<file path="src/rtl/program_memory_loader_if.sv">
// Byte-stream handshake plus instruction-memory write port of the program loader.
// The loader uses the slave view; the byte source / memory side uses the master view.
interface program_memory_loader_if #(
  parameter int DATA_WIDTH = 32
) ();
  logic [7:0]            Byte_i;
  logic                  Byte_Valid_i;
  logic                  Byte_Ready_o;
  logic                  Mem_Wr_En_o;
  logic [DATA_WIDTH-1:0] Mem_Address_o;
  logic [DATA_WIDTH-1:0] Mem_Data_o;

  modport master (
    output Byte_i, Byte_Valid_i,
    input  Byte_Ready_o, Mem_Wr_En_o, Mem_Address_o, Mem_Data_o
  );

  modport slave (
    input  Byte_i, Byte_Valid_i,
    output Byte_Ready_o, Mem_Wr_En_o, Mem_Address_o, Mem_Data_o
  );
endinterface

</file>
<file path="src/rtl/program_memory_loader.sv">
// Program loader: byte stream -> little-endian 32-bit words -> instruction RAM, core held meanwhile.
// Define LOADER_CHECKSUM_EN to add a trailing XOR checksum byte checked in the CHK state.
module program_memory_loader #(
  parameter int                    MEMORY_DEPTH = 32,
  parameter int                    DATA_WIDTH   = 32,
  parameter logic [DATA_WIDTH-1:0] BASE_ADDR    = 32'h0040_0000
) (
  input  logic                  clk,
  input  logic                  reset,
  input  logic                  Start_i,
  program_memory_loader_if.slave bus,
  output logic                  Cpu_Hold_o,
  output logic                  Busy_o,
  output logic                  Done_o,
  output logic                  Error_o,
  output logic [15:0]           Words_Loaded_o
);

  localparam logic [15:0] DEPTH16 = 16'(MEMORY_DEPTH);

  typedef enum logic [2:0] {
    S_IDLE,
    S_LEN,
    S_DATA,
    S_WRITE,
`ifdef LOADER_CHECKSUM_EN
    S_CHK,
`endif
    S_DONE
  } state_t;

  state_t                state, next_state;
  logic [1:0]            byte_cnt;
  logic [DATA_WIDTH-9:0] shift_buf;
  logic [DATA_WIDTH-1:0] asm_word;
  logic [15:0]           len_q;
  logic [15:0]           index;
  logic [15:0]           words_q;
  logic                  error_q;
  logic                  ready, wr_en, busy, done;
  logic                  accept, last_byte, len_zero, len_bad, last_word;
`ifdef LOADER_CHECKSUM_EN
  logic [7:0]            chk;
`endif

  // Bytes enter at the top and shift down, so byte 0 ends up in [7:0].
  assign asm_word  = {bus.Byte_i, shift_buf};
  assign accept    = bus.Byte_Valid_i & ready;
  assign last_byte = accept && (byte_cnt == 2'd3);
  assign len_zero  = (asm_word == '0);
  assign len_bad   = (|asm_word[DATA_WIDTH-1:16]) || (asm_word[15:0] > DEPTH16);
  assign last_word = ((index + 16'd1) == len_q);

  always_ff @(posedge clk) begin
    if (reset) state <= S_IDLE;
    else       state <= next_state;
  end

  always_comb begin
    next_state = state;
    case (state)
      S_IDLE, S_DONE: if (Start_i) next_state = S_LEN;
      S_LEN: if (last_byte) begin
        if (len_zero)
`ifdef LOADER_CHECKSUM_EN
          next_state = S_CHK;
`else
          next_state = S_DONE;
`endif
        else if (len_bad) next_state = S_DONE;
        else              next_state = S_DATA;
      end
      S_DATA: if (last_byte) next_state = S_WRITE;
      S_WRITE: begin
        if (last_word)
`ifdef LOADER_CHECKSUM_EN
          next_state = S_CHK;
`else
          next_state = S_DONE;
`endif
        else
          next_state = S_DATA;
      end
`ifdef LOADER_CHECKSUM_EN
      S_CHK: if (accept) next_state = S_DONE;
`endif
      default: next_state = S_IDLE;
    endcase
  end

  always_comb begin
    ready = 1'b0;
    wr_en = 1'b0;
    busy  = 1'b1;
    done  = 1'b0;
    case (state)
      S_IDLE:         busy  = 1'b0;
      S_LEN, S_DATA:  ready = 1'b1;
      S_WRITE:        wr_en = 1'b1;
`ifdef LOADER_CHECKSUM_EN
      S_CHK:          ready = 1'b1;
`endif
      S_DONE: begin
        busy = 1'b0;
        done = 1'b1;
      end
      default:        busy  = 1'b0;
    endcase
  end

  assign bus.Byte_Ready_o = ready;
  assign bus.Mem_Wr_En_o  = wr_en;
  assign Busy_o           = busy;
  assign Cpu_Hold_o       = busy;
  assign Done_o           = done;
  assign Error_o          = error_q;
  assign Words_Loaded_o   = words_q;

  // Partial-word bytes need no reset: byte_cnt restarting at 0 discards them.
  always_ff @(posedge clk) begin
    if (accept) shift_buf <= asm_word[DATA_WIDTH-1:8];
  end

  always_ff @(posedge clk) begin
    if (reset) begin
      byte_cnt          <= 2'd0;
      len_q             <= 16'd0;
      index             <= 16'd0;
      words_q           <= 16'd0;
      error_q           <= 1'b0;
      bus.Mem_Address_o <= '0;
      bus.Mem_Data_o    <= '0;
`ifdef LOADER_CHECKSUM_EN
      chk               <= 8'd0;
`endif
    end else begin
      if (accept) byte_cnt <= byte_cnt + 2'd1;
      case (state)
        S_IDLE, S_DONE: if (Start_i) begin
          byte_cnt <= 2'd0;
          index    <= 16'd0;
          words_q  <= 16'd0;
          error_q  <= 1'b0;
`ifdef LOADER_CHECKSUM_EN
          chk      <= 8'd0;
`endif
        end
        S_LEN: if (last_byte) begin
          len_q <= asm_word[15:0];
          if (len_bad) error_q <= 1'b1;
        end
        S_DATA: begin
`ifdef LOADER_CHECKSUM_EN
          if (accept) chk <= chk ^ bus.Byte_i;
`endif
          if (last_byte) begin
            bus.Mem_Address_o <= BASE_ADDR + DATA_WIDTH'({index, 2'b00});
            bus.Mem_Data_o    <= asm_word;
          end
        end
        S_WRITE: begin
          index   <= index + 16'd1;
          words_q <= words_q + 16'd1;
        end
`ifdef LOADER_CHECKSUM_EN
        S_CHK: if (accept && (bus.Byte_i != chk)) error_q <= 1'b1;
`endif
        default: ;
      endcase
    end
  end

endmodule

</file>
<file path="src/flat_wrapper.sv">
// flat-port wrapper written by rule: the top's interface ports become plain ports
module program_memory_loader_flat 
#(
  parameter int                    MEMORY_DEPTH = 32,
  parameter int                    DATA_WIDTH   = 32,
  parameter logic [DATA_WIDTH-1:0] BASE_ADDR    = 32'h0040_0000
)
  (clk, reset, Start_i, Cpu_Hold_o, Busy_o, Done_o, Error_o, Words_Loaded_o, bus_Byte_i, bus_Byte_Valid_i, bus_Byte_Ready_o, bus_Mem_Wr_En_o, bus_Mem_Address_o, bus_Mem_Data_o);
  program_memory_loader_if #(.DATA_WIDTH(DATA_WIDTH)) bus_i ();
  input  logic clk;
  input  logic reset;
  input  logic Start_i;
  output logic Cpu_Hold_o;
  output logic Busy_o;
  output logic Done_o;
  output logic Error_o;
  output logic [15:0] Words_Loaded_o;
  input wire logic [$bits(bus_i.Byte_i)-1:0] bus_Byte_i;
  input wire logic [$bits(bus_i.Byte_Valid_i)-1:0] bus_Byte_Valid_i;
  output wire logic [$bits(bus_i.Byte_Ready_o)-1:0] bus_Byte_Ready_o;
  output wire logic [$bits(bus_i.Mem_Wr_En_o)-1:0] bus_Mem_Wr_En_o;
  output wire logic [$bits(bus_i.Mem_Address_o)-1:0] bus_Mem_Address_o;
  output wire logic [$bits(bus_i.Mem_Data_o)-1:0] bus_Mem_Data_o;
  assign bus_i.Byte_i = bus_Byte_i;
  assign bus_i.Byte_Valid_i = bus_Byte_Valid_i;
  assign bus_Byte_Ready_o = bus_i.Byte_Ready_o;
  assign bus_Mem_Wr_En_o = bus_i.Mem_Wr_En_o;
  assign bus_Mem_Address_o = bus_i.Mem_Address_o;
  assign bus_Mem_Data_o = bus_i.Mem_Data_o;
  program_memory_loader #(.MEMORY_DEPTH(MEMORY_DEPTH), .DATA_WIDTH(DATA_WIDTH), .BASE_ADDR(BASE_ADDR)) u_core (.clk(clk), .reset(reset), .Start_i(Start_i), .bus(bus_i), .Cpu_Hold_o(Cpu_Hold_o), .Busy_o(Busy_o), .Done_o(Done_o), .Error_o(Error_o), .Words_Loaded_o(Words_Loaded_o));
endmodule
</file>
<file path="config.mk">
export PLATFORM = sky130hd
export DESIGN_NAME = program_memory_loader_flat
export DESIGN_NICKNAME = d
export VERILOG_FILES = /design/src/rtl/program_memory_loader_if.sv /design/src/rtl/program_memory_loader.sv /design/src/flat_wrapper.sv
export SDC_FILE = /design/constraint.sdc
export NUM_CORES = 1
export LEC_CHECK = 0
export BUFFER_PORTS_ARGS = -buffer_cell sky130_fd_sc_hd__buf_2
export CAP_MARGIN = 20
export CORE_MARGIN = 1.5
export CORE_UTILIZATION = 30
export CTS_CLUSTER_DIAMETER = 150
export DETAILED_ROUTE_END_ITERATION = 7
export GPL_TIMING_DRIVEN = 0
export PLACE_DENSITY = 0.59
export SYNTH_ARGS = -nofsm -noshare
export SYNTH_HDL_FRONTEND = slang
export SYNTH_SLANG_ARGS = --single-unit
</file>
<file path="constraint.sdc">
create_clock -name clk -period 2.95 [get_ports clk]
set_input_delay 0.885 -clock clk [delete_from_list [all_inputs] [get_ports clk]]
set_output_delay 0.885 -clock clk [all_outputs]
set_load 0.01 [all_outputs]
</file>
Yosys cells after proc, flatten, opt, wreduce, memory -nomap -nowiden
Index checks and enable logic that the tools add are counted.
W data, S select, Z words.
{"block": "classes", "addsub": 4, "order_cmp": 1, "n_eq_ne": 10, "n_mux": 21, "bitwise_logic": 1, "n_reduce_logical": 15}
{"cell": "$pmux W16 S2", "count": 2}
{"cell": "$add A16 B1 Y16 const B", "count": 2}
{"cell": "$logic_not A32 Y1", "count": 1}
{"cell": "$add A23 B18 Y24 const A", "count": 1}
{"cell": "$mux W3", "count": 6}
{"cell": "$eq A16 B16 Y1", "count": 1}
{"cell": "$gt A16 B6 Y1 const B", "count": 1}
{"cell": "$mux W16", "count": 1}
{"cell": "$reduce_or A16 Y1", "count": 1}
{"cell": "$pmux W3 S4", "count": 1}
{"cell": "$mux W1", "count": 7}
{"cell": "$eq A3 B2 Y1 const B", "count": 2}
{"cell": "$mux W2", "count": 3}
{"cell": "$ne A2 B1 Y1 const B", "count": 3}
{"cell": "$reduce_and A2 Y1", "count": 3}
{"cell": "$reduce_and A4 Y1", "count": 1}
{"cell": "$reduce_bool A2 Y1", "count": 2}
{"cell": "$reduce_or A2 Y1", "count": 2}
{"cell": "$eq A3 B1 Y1 const B", "count": 1}
{"cell": "$eq A3 B3 Y1 const B", "count": 1}
{"cell": "$logic_not A3 Y1", "count": 1}
{"cell": "$reduce_and A3 Y1", "count": 1}
{"cell": "$reduce_or A3 Y1", "count": 1}
{"cell": "$add A2 B1 Y2 const B", "count": 1}
{"cell": "other kinds (6)", "count": 6}
{"block": "totals", "ff_bits": 142, "inputBits": 12, "out_inout_bits": 86, "elab_cells": 61}

Depth between registers and ports, before layout
Gate-level depths: netlist (run 1).
{"block": "logic_depth", "ltp_word": 7, "ltp_mapped": 8, "depth_no_buf": 7}

Least setup slack after synthesis (run 1)
Ideal clock, no wire load.
{"block": "synth_timing", "path_kind": "register -> register", "start": "register u_core.state[0]", "end": "register u_core.error_q (netlist: u_core.Error_o)", "setup_ns": 0.086, "t_arrival_ns": 2.260, "required_ns": 2.864, "path_slack_ns": 0.604, "path_stages_with_launch": 8, "n_path_buf": 2, "synth_period_minus_slack_ns": 2.346, "path_cell_list": "dfxtp_1 > clkbuf_1 > nand2b_1 > a21oi_1 > and2_1 > clkbuf_1 > a31oi_1 > a211oi_1"}
{"block": "synth_between", "elab_chain_len": 7, "elab_cells_between_ends": 15, "classes_between": "eq/ne: 6; mux: 2; bitwise: 1; reduce/logical: 6"}
{"element": "start: declaration", "line_no": "program_memory_loader.sv:32", "source": "state_t state, next_state;"}
{"element": "start signal: assignment", "line_no": "program_memory_loader.sv:56", "source": "else state <= next_state;"}
{"element": "$eq A3 B1 Y1 or $eq A3 B2 Y1 (tied branches)", "line_no": "program_memory_loader.sv:96", "source": "case (state)"}
{"element": "$reduce_or A2 Y1 (*)"}
{"element": "$mux W1 (*)", "line_no": "program_memory_loader.sv:96"}
{"element": "via bus_Byte_Ready_o", "line_no": "flat_wrapper.sv:20", "source": "output wire logic [$bits(bus_i.Byte_Ready_o)-1:0] bus_Byte_Ready_o;"}
{"element": "$and A1 B1 Y1 (*)", "line_no": "program_memory_loader.sv:48", "source": "assign accept = bus.Byte_Valid_i & ready;"}
{"element": "via u_core.accept", "line_no": "program_memory_loader.sv:41", "source": "logic accept, last_byte, len_zero, len_bad, last_word;"}
{"element": "$logic_and A1 B1 Y1 (*)", "line_no": "program_memory_loader.sv:49", "source": "assign last_byte = accept && (byte_cnt == 2'd3);"}
{"element": "$ne A2 B1 Y1 (no line) (*)"}
{"element": "$reduce_and A4 Y1 (no line) (*)"}
{"element": "end signal: assignment", "line_no": "program_memory_loader.sv:130", "source": "error_q <= 1'b0;"}
{"element": "end signal: assignment", "line_no": "program_memory_loader.sv:143", "source": "error_q <= 1'b0;"}
{"element": "end signal: assignment", "line_no": "program_memory_loader.sv:150", "source": "if (len_bad) error_q <= 1'b1;"}
{"element": "end: declaration", "line_no": "program_memory_loader.sv:39", "source": "logic error_q;"}
Mark *: on every way through the listed nets, which the timed path passes. The rest lies on a longest branch.
A chain may end at the register's enable or synchronous reset.

Final worst setup path (run 1)
{"block": "layout_timing", "start": "register u_core.state[0]", "end": "output port bus_Mem_Wr_En_o"}
{"block": "layout_between", "elab_chain_len": 2}
{"element": "$eq A3 B2 Y1", "line_no": "program_memory_loader.sv:96"}
{"element": "$mux W1", "line_no": "program_memory_loader.sv:96"}
{"element": "end: declaration", "line_no": "flat_wrapper.sv:21", "source": "output wire logic [$bits(bus_i.Mem_Wr_En_o)-1:0] bus_Mem_Wr_En_o;"}
Every way passes these cells.

==> summary by stage, run 1 <==
Outcome
The run finished with clean final reports.

Clock network
The count of H-tree levels built during CTS is 4. The number of buffers created by CTS is 17. The clock transition time at the flip-flop clock pins of the worst setup and hold paths is 60 ps. The latest clock arrival within the worst-skew pair is 430 ps.

CTS placed an instance of sky130_fd_sc_hd__clkbuf_16 at the clock tree root. The longest clock path from root to sink contains 2 buffers. The tree built by TritonCTS fans out to 127 sinks.

The quantity of hold-fixing buffers added after cts is 0. TritonCTS built the clock tree.

Global routing
The total overflow left after global routing is 0. The layer with the highest usage after global routing is met2. In the global route stage, overall resource usage came out at 0.153. For this run, global-route usage on met1 was measured as 0.218. The number of global-route vias before repair is 4339. The first global-routing pass estimated 23200 um of wire. The initial antenna violation count is 0. For this run, global-route usage on met3 was measured as 0.0405.

The routing usage on met2 is 0.226. Entering global routing, the biggest net connects 28 pins.

Synth
The commonest cells after synthesis are 154 x sky130_fd_sc_hd__nand2_1, 103 x sky130_fd_sc_hd__dfxtp_1, 84 x sky130_fd_sc_hd__a21oi_1, 55 x sky130_fd_sc_hd__nor2_1, 36 x sky130_fd_sc_hd__clkbuf_1. The netlist uses 46 different library cells. In this run, synthesis produced a sequential element count of 127. The largest area contributor in the synthesized netlist is sky130_fd_sc_hd__dfxtp_1. The netlist area before placement is 0.00551 mm^2. After synthesis, the cell types taking the most area are sky130_fd_sc_hd__dfxtp_1 37%, sky130_fd_sc_hd__edfxtp_1 13%, sky130_fd_sc_hd__nand2_1 10%. In the synthesized netlist, the number of instances is 649. The share of synthesized area in the top cell type comes to 0.374. The mean instance size in the synthesized netlist is 8.49 um^2. Of all flip-flops after synthesis, the portion carrying an async set or reset was 0.

For this run, the leading register cell type out of synthesis is sky130_fd_sc_hd__dfxtp_1. Counting flops with a built-in enable in the synthesized netlist gives 24. The share of the Yosys chip area taken by registers is 0.505. The warning count from the yosys run is 0. The most common cell in the synthesized netlist is sky130_fd_sc_hd__nand2_1.

Floorplan
The cell row count is 49. The initial utilization of the core area, before any placement, comes to 0.307. The chip width is 138 um.

The die is 138 um tall. Pin placement for this block handled 98 I/O pins. The floorplan step defined a die boundary enclosing 0.0192 mm^2. The core region area is 0.0180 mm^2.

Timing
The slew at the pin closest to its max-slew limit is 816 ps. The number of pins with negative max-slew slack in the final report is 0. In the final timing run, aggregate negative setup slack is 0 ps.

The worst hold slack across all endpoints is 447 ps. Setup repair after global routing left no endpoint under its margin. The worst path in the final design needs a cycle of 2800 ps, including I/O delays and setup. Across the routed clock network, the largest skew measured is 19.4 ps. Based on the critical path, the design can be clocked at up to 358 MHz. The number of hold violations in the final report is 0. Setup violations remaining at the end of the flow were counted as 0.

In the finished design, the share of the clock period the worst path needs comes to 0.948. The worst path setup slack after routing is 153 ps. Measured against its own limit, the worst slew margin works out to 0.452.

Worst hold path
The depth of the worst hold-timing path is 2. The type of the worst min-delay path is flop to flop.

Worst setup path
The element type at the critical path end is an output port. The arrival time at the worst endpoint is 1910 ps. The cell count of the worst reg-to-reg path is 7. In this run the worst path has a maximum fanout of 10. In this run the number of cells on the critical path is 4. The critical path contains buffers and inverters numbering 3 combined.

The gate family responsible for the most delay along the worst path is buffers and inverters. On the worst path, the slowest cell contributes a delay of 420 ps. The setup path with the least slack is of type flop to output port. The signal on the critical path passes through clkbuf_1 -> nand3b_1 -> clkinvlp_4 -> buf_2.

The kind of launch point of the worst setup path is a flop. STA puts the critical path data required time at 2070 ps. The highest-delay cell along the critical path is sky130_fd_sc_hd__nand3b_1.

Route
After detailed routing, the average wire length per cell comes to 14.5 um. The detail route stage leaves a number of antenna-violating nets equal to 0. After detailed routing, the number of vias per cell comes to 4.77. In the routed design, unresolved DRC markers number 0. The count of vias placed by the detailed router is 4796.

The first-iteration detailed-routing DRC count is 382. For this block, the routed nets add up to 14600 um of wire. Before antenna repair, the detailed router went through 5 iterations.

Placed design
The HPWL after detailed placement is 10500 um. During placement, the flow inserted port buffers numbering 82. Routability-driven placement finished with a final weighted congestion of 0.821. Before CTS, the worst setup slack after placement is -93.9 ps.

The total cell area at the placement stage is 0.00626 mm^2.

Finish
In the final layout, flip-flops and latches occupy 0.00278 mm^2. Relative to the synthesized area, the layout overhead comes to 23.7%. The number of antenna diodes is 0. The multi-input gate area in the final layout is 0.00244 mm^2. The number of nets in the final layout is 779. The layout cell share with drive strength beyond 1 is 0.194. The layout has 1866 filler cells. The final design area excluding fillers is 0.00682 mm^2.

Power
IR analysis of the VDD net gives a maximum drop of 0.386 mV. The sequential share of power is 0.467. The proportion of power drawn by combinational gates is 0.030. Of the total power, the clock network draws 0.502. The leakage power summed over all cells is 2.57 nW. The power after layout is 3.84 mW. Dividing total power by cell area gives a power density of 564 mW/mm^2. Of the total power, the share spent switching nets is 0.239.

The internal power of the cells totals 2.93 mW. In this run the power spent charging and discharging nets is 0.918 mW.

Job
The count of maximum capacitance violations is 0.
placed cells by master, fill, tap and decap left out, drive strengths merged, types with 8 or more instances in the layout:
cell type	count
nor4	11
mux2	8
nand3	17
nand2	154
o21ai	17
edfxtp	24
nand4	8
buf	109
conb	15
dfxtp	103
clkbuf	53
nor3	12
xnor2	18
nor2	55
inv	8
a21oi	84
state kept, by name, indices dropped and copies added, names as in the netlist:
name / cells
u_core.bus.Mem_Data_o: 32
u_core.state: 3
u_core.index: 16
u_core.len_q: 16
u_core.bus.Mem_Address_o: 17
u_core.shift_buf: 24
u_core.Error_o: 1
u_core.Words_Loaded_o: 16
u_core.byte_cnt: 2
worst reg2reg max path, stage by stage, from the launching register on:
cell	delay, ps
sky130_fd_sc_hd__dfxtp_1	330
sky130_fd_sc_hd__clkbuf_1	280
sky130_fd_sc_hd__nand4_1	330
sky130_fd_sc_hd__nor4_1	610
sky130_fd_sc_hd__xnor2_1	190
sky130_fd_sc_hd__nand3_1	110
sky130_fd_sc_hd__or4_1	560
sky130_fd_sc_hd__a21oi_1	160
power groups by stage:
stage,clock [mW],combinational [mW],sequential [mW]
finish,1.93,0.117,1.80
global route,2.05,0.128,1.80
CTS,1.97,0.116,1.80
detailed placement,0,0.116,1.83
global placement,0,0.116,1.83
floorplan,0,0.0749,1.83
stage by stage:
step | instances | utilization
floorplan | 663 | -
global placement | 974 | 0.348
detailed placement | 974 | 0.348
CTS | 1006 | 0.379
global route | 1006 | 0.379
finish | 1006 | 0.379
what timing repair did:
item,CTS,global route
buffers inserted,1,0
gates resized for setup,1,0
pin swaps,0,1
gates cloned,0,0
endpoints found under the setup margin,1,1
area by class of cell:
| class | instances | share of cell area |
|---|---|---|
| Buffer | 61 | 0.0468 |
| Clock buffer | 18 | 0.0644 |
| Clock inverter | 14 | 0.0162 |
| Inverter | 5 | 0.00330 |
| Multi-Input combinational cell | 469 | 0.358 |
| Sequential cell | 127 | 0.408 |
| Tap cell | 229 | 0.0420 |
| Timing Repair Buffer | 83 | 0.0613 |
path summary, 6_finish.rpt:
| path | from | endpoint | slack [ps] |
|---|---|---|---|
| worst max register to register | u_core.index[0]$_SDFFE_PP0P_ | u_core.state[2]$_SDFFE_PP0P_ | 320 |
| worst max-delay path | u_core.state[0]$_SDFFE_PP0P_ | bus_Mem_Wr_En_o | 150 |
| worst min-delay path | u_core.bus.Mem_Address_o[15]$_SDFFE_PP0P_ | u_core.bus.Mem_Address_o[15]$_SDFFE_PP0P_ | 450 |
| worst min register to register | u_core.bus.Mem_Address_o[15]$_SDFFE_PP0P_ | u_core.bus.Mem_Address_o[15]$_SDFFE_PP0P_ | 450 |
cells by family after synthesis:
kind of cell,synth area share
fa+ha+maj,0.00682
other cells,0.000681
mux,0.0218
flops,0.505
simple gates,0.239
xor+xnor,0.0398
buf+inv,0.0618
compound gates,0.125
layer usage:
layer | part of all wire | wire (um)
met3 | 0.053 | 775
met2 | 0.44 | 6400
met5 | 0 | 0
met1 | 0.50 | 7350
met4 | 0.0078 | 114
Power figures use the tool's default switching activity.
==> run 2: changes to the inputs <==
--- a/config.mk
+++ b/config.mk
@@ -13,5 +13,7 @@
 export DETAILED_ROUTE_END_ITERATION = 7
 export GPL_TIMING_DRIVEN = 0
+export MAX_ROUTING_LAYER = met4
 export PLACE_DENSITY = 0.59
+export SLEW_MARGIN = 20
 export SYNTH_ARGS = -nofsm -noshare
 export SYNTH_HDL_FRONTEND = slang
==> constraint.sdc (replaced) <==
create_clock -name clk -period 2.95 [get_ports clk]
set_input_delay 0.885 -clock clk [delete_from_list [all_inputs] [get_ports clk]]
set_output_delay 0.885 -clock clk [all_outputs]
set_load 0.02 [all_outputs]
==> summary by stage, run 2 (synthesized netlist as in run 1, its figures left out) <==
Worst hold path
The tightest min-delay check is of the flop to flop type. The startpoint of the most critical hold path is u_core.bus.Mem_Address_o[15]$_SDFFE_PP0P_. For hold timing, the worst endpoint is u_core.bus.Mem_Address_o[15]$_SDFFE_PP0P_.

The depth of the worst hold-timing path is 2.

Finish
The layout cell share with drive strength beyond 1 is 0.196. The number of antenna diodes is 0. The largest registers in the layout are u_core.bus.Mem_Data_o (32), u_core.shift_buf (24), u_core.bus.Mem_Address_o (17). The layout filler cell count is 1866. The number of nets in the final layout is 781. The flip-flop count of the largest register, all copies and words added is 32. The leading cell type in the layout, fill and taps excluded is sky130_fd_sc_hd__nand2_1.

The register with the most flip-flops is u_core.bus.Mem_Data_o. In the layout the commonest cells are 154 x sky130_fd_sc_hd__nand2_1, 103 x sky130_fd_sc_hd__dfxtp_1, 87 x sky130_fd_sc_hd__buf_2. The finished layout holds 1008 standard cells, fillers aside. The area added between synthesis and finish is 24.0%.

Floorplan
The starting density of the core is 0.307. After floorplanning, the core was divided into 49 placement rows. The core region is 0.0180 mm^2. The die height is 138 um. The floorplan step defined a die boundary enclosing 0.0192 mm^2. The count of pins on the block boundary is 98.

The floorplan step set the die width to 138 um.

Placed design
The count of input and output buffers is 82. The total placed cells including tap cells is 974. Detailed placement finished with a half-perimeter wire length of 10500 um. The congestion estimate from routability-driven global placement came to 0.833.

Global routing
The global-route wire length before repair is 23200 um. Entering global routing, the biggest net connects 28 pins. The initial antenna violation count came to 0. The total global-route track usage is 0.157. The final global-route overflow total is 0. The number of global-route vias before repair was 4331.

Timing
In this run the tightest slew margin relative to its limit is 0.454. Setup repair after global routing left no endpoint under its margin. The clock skew is 14.9 ps. The worst hold slack across all endpoints is 447 ps.

Dividing the final minimum period by the clock period gives 0.892. The maximum clock frequency is 380 MHz. The number of hold violations in the final report was 0. The slew at the pin closest to its max-slew limit is 812 ps.

Setup violations remaining at the end of the flow were counted as 0. The smallest clock period supported by the final layout is computed as 2630 ps. The number of pins with negative max-slew slack in the final report is 0.

Route
For this block, the routed nets add up to 14600 um of wire. The final route contains 4808 vias. The number of design rule violations left after detail routing is 0.

The first-iteration detailed-routing DRC count is 407. The first-pass iteration count of the detailed router is 5. The routed via count divided by cell count is 4.77.

The remaining antenna violation count after routing is 0. After detailed routing, the average wire length per cell comes to 14.5 um.

Clock network
The count of H-tree levels built during CTS is 4. Clock-pin slew was measured on the worst setup and hold paths at 60 ps. The number of clock buffers added by TritonCTS is 17. The latest clock arrival within the worst-skew pair is 420 ps.

The cell sitting at the root of the clock tree is a sky130_fd_sc_hd__clkbuf_16. The number of buffers on the longest clock path is 2. TritonCTS built the clock tree. The clock sink count is 127. The quantity of hold-fixing buffers added after cts is 0.

Worst setup path
The type of the worst setup path is flop to flop. The highest-delay cell along the critical path is sky130_fd_sc_hd__nor4_1. The cell count of the worst reg-to-reg path is 7. Walking the worst path, the cells encountered are clkbuf_1 -> nand4_1 -> nor4_1 -> xnor2_1 -> nand3_1 -> or4_1 -> a21oi_1. The worst setup path is launched from a flop. For the worst setup path, the data arrival time is 2980 ps.

The beginning of the worst register-to-register path is u_core.index[0]$_SDFFE_PP0P_. The worst setup slack for register-to-register paths is 320 ps. The gate family responsible for the most delay along the worst path is simple AND/OR/NAND/NOR gates. The largest single stage delay on the critical path is 610 ps.

The capturing point of the worst reg2reg path is u_core.state[2]$_SDFFE_PP0P_. The element type at the critical path end is a flop. The critical path buffer and inverter count is 1. The largest fanout on the critical path is 7.

The critical path required time is 3300 ps.

Power
The power after layout is 3.85 mW. The maximum vdd ir drop is 0.383 mV. The power density over cell area is 564 mW/mm^2. The leakage power summed over all cells is 2.57 nW.

Job
The count of maximum capacitance violations is 0.

Outcome
The flow ran to the end, and the final reports show no timing, DRC or antenna violations.
==> run 2: changes by cell type in the layout (fill, tap and decap cells not counted) <==
cell,before,now
sky130_fd_sc_hd__buf_4,21,23
==> run 2: timing repair <==
action	4_1_cts	5_1_grt
endpoints found under the setup margin	1	1
gates resized for setup	1	0
pin swaps	0	1
buffers inserted	1	2
hold endpoints to repair	0	0
==> run 2: worst max-delay path by stage <==
stage / from / to / slack [ps] / cells after the start
finish: u_core.index[0]$_SDFFE_PP0P_ / u_core.state[2]$_SDFFE_PP0P_ / 320 / 7
global route: u_core.index[1]$_SDFFE_PP0P_ / u_core.state[2]$_SDFFE_PP0P_ / 140 / 7
CTS: u_core.state[0]$_SDFFE_PP0P_ / bus_Mem_Wr_En_o / 80 / 4
detailed placement: u_core.state[0]$_SDFFE_PP0P_ / bus_Mem_Wr_En_o / -130 / 5
global placement: u_core.state[0]$_SDFFE_PP0P_ / bus_Mem_Wr_En_o / -110 / 5
floorplan: u_core.state[0]$_SDFFE_PP0P_ / u_core.Error_o$_SDFFE_PP0P_ / 440 / 7
==> run 2: layout make-up <==
| type | count | area (um^2) | share of cell area |
|---|---|---|---|
| Sequential cell | 127 | 2780 | 0.407 |
| Multi-Input combinational cell | 469 | 2440 | 0.357 |
| Clock buffer | 18 | 439 | 0.0643 |
| Timing Repair Buffer | 85 | 433 | 0.0634 |
| Buffer | 61 | 319 | 0.0467 |
| Tap cell | 229 | 287 | 0.0419 |
| Clock inverter | 14 | 110 | 0.0161 |
| Inverter | 5 | 22.5 | 0.00330 |
==> run 2: routing by layer <==
| layer | track usage | vias to the layer above | part of all wire |
|---|---|---|---|
| met5 | - | - | 0 |
| met4 | 0.0471 | 0 | 0.0086 |
| met3 | 0.0357 | 11 | 0.050 |
| met2 | 0.226 | 130 | 0.44 |
| met1 | 0.220 | 2232 | 0.50 |
| li1 | - | 2435 | - |
==> run 2: metrics by stage <==
step	area (um^2)	utilization	setup WS, ps	TNS (ps)
finish	6830	0.380	319	0
global route	6830	0.380	143	0
CTS	6820	0.379	79.6	0
detailed placement	6260	0.348	-127	-127
global placement	6260	0.348	-108	-108
floorplan	5560	-	439	0
==> run 2: where the power goes <==
group / internal [mW] / switching [mW] / total, mW
Sequential: 1.78 / 0.0135 / 1.80
Clock: 1.11 / 0.822 / 1.93
Combinational: 0.0359 / 0.0911 / 0.127
==> run 2: worst register-to-register path: stages, from the launching register on <==
cell and delay (ps):
sky130_fd_sc_hd__dfxtp_1 330, sky130_fd_sc_hd__clkbuf_1 270, sky130_fd_sc_hd__nand4_1 340, sky130_fd_sc_hd__nor4_1 610
sky130_fd_sc_hd__xnor2_1 190, sky130_fd_sc_hd__nand3_1 110, sky130_fd_sc_hd__or4_1 560, sky130_fd_sc_hd__a21oi_1 160
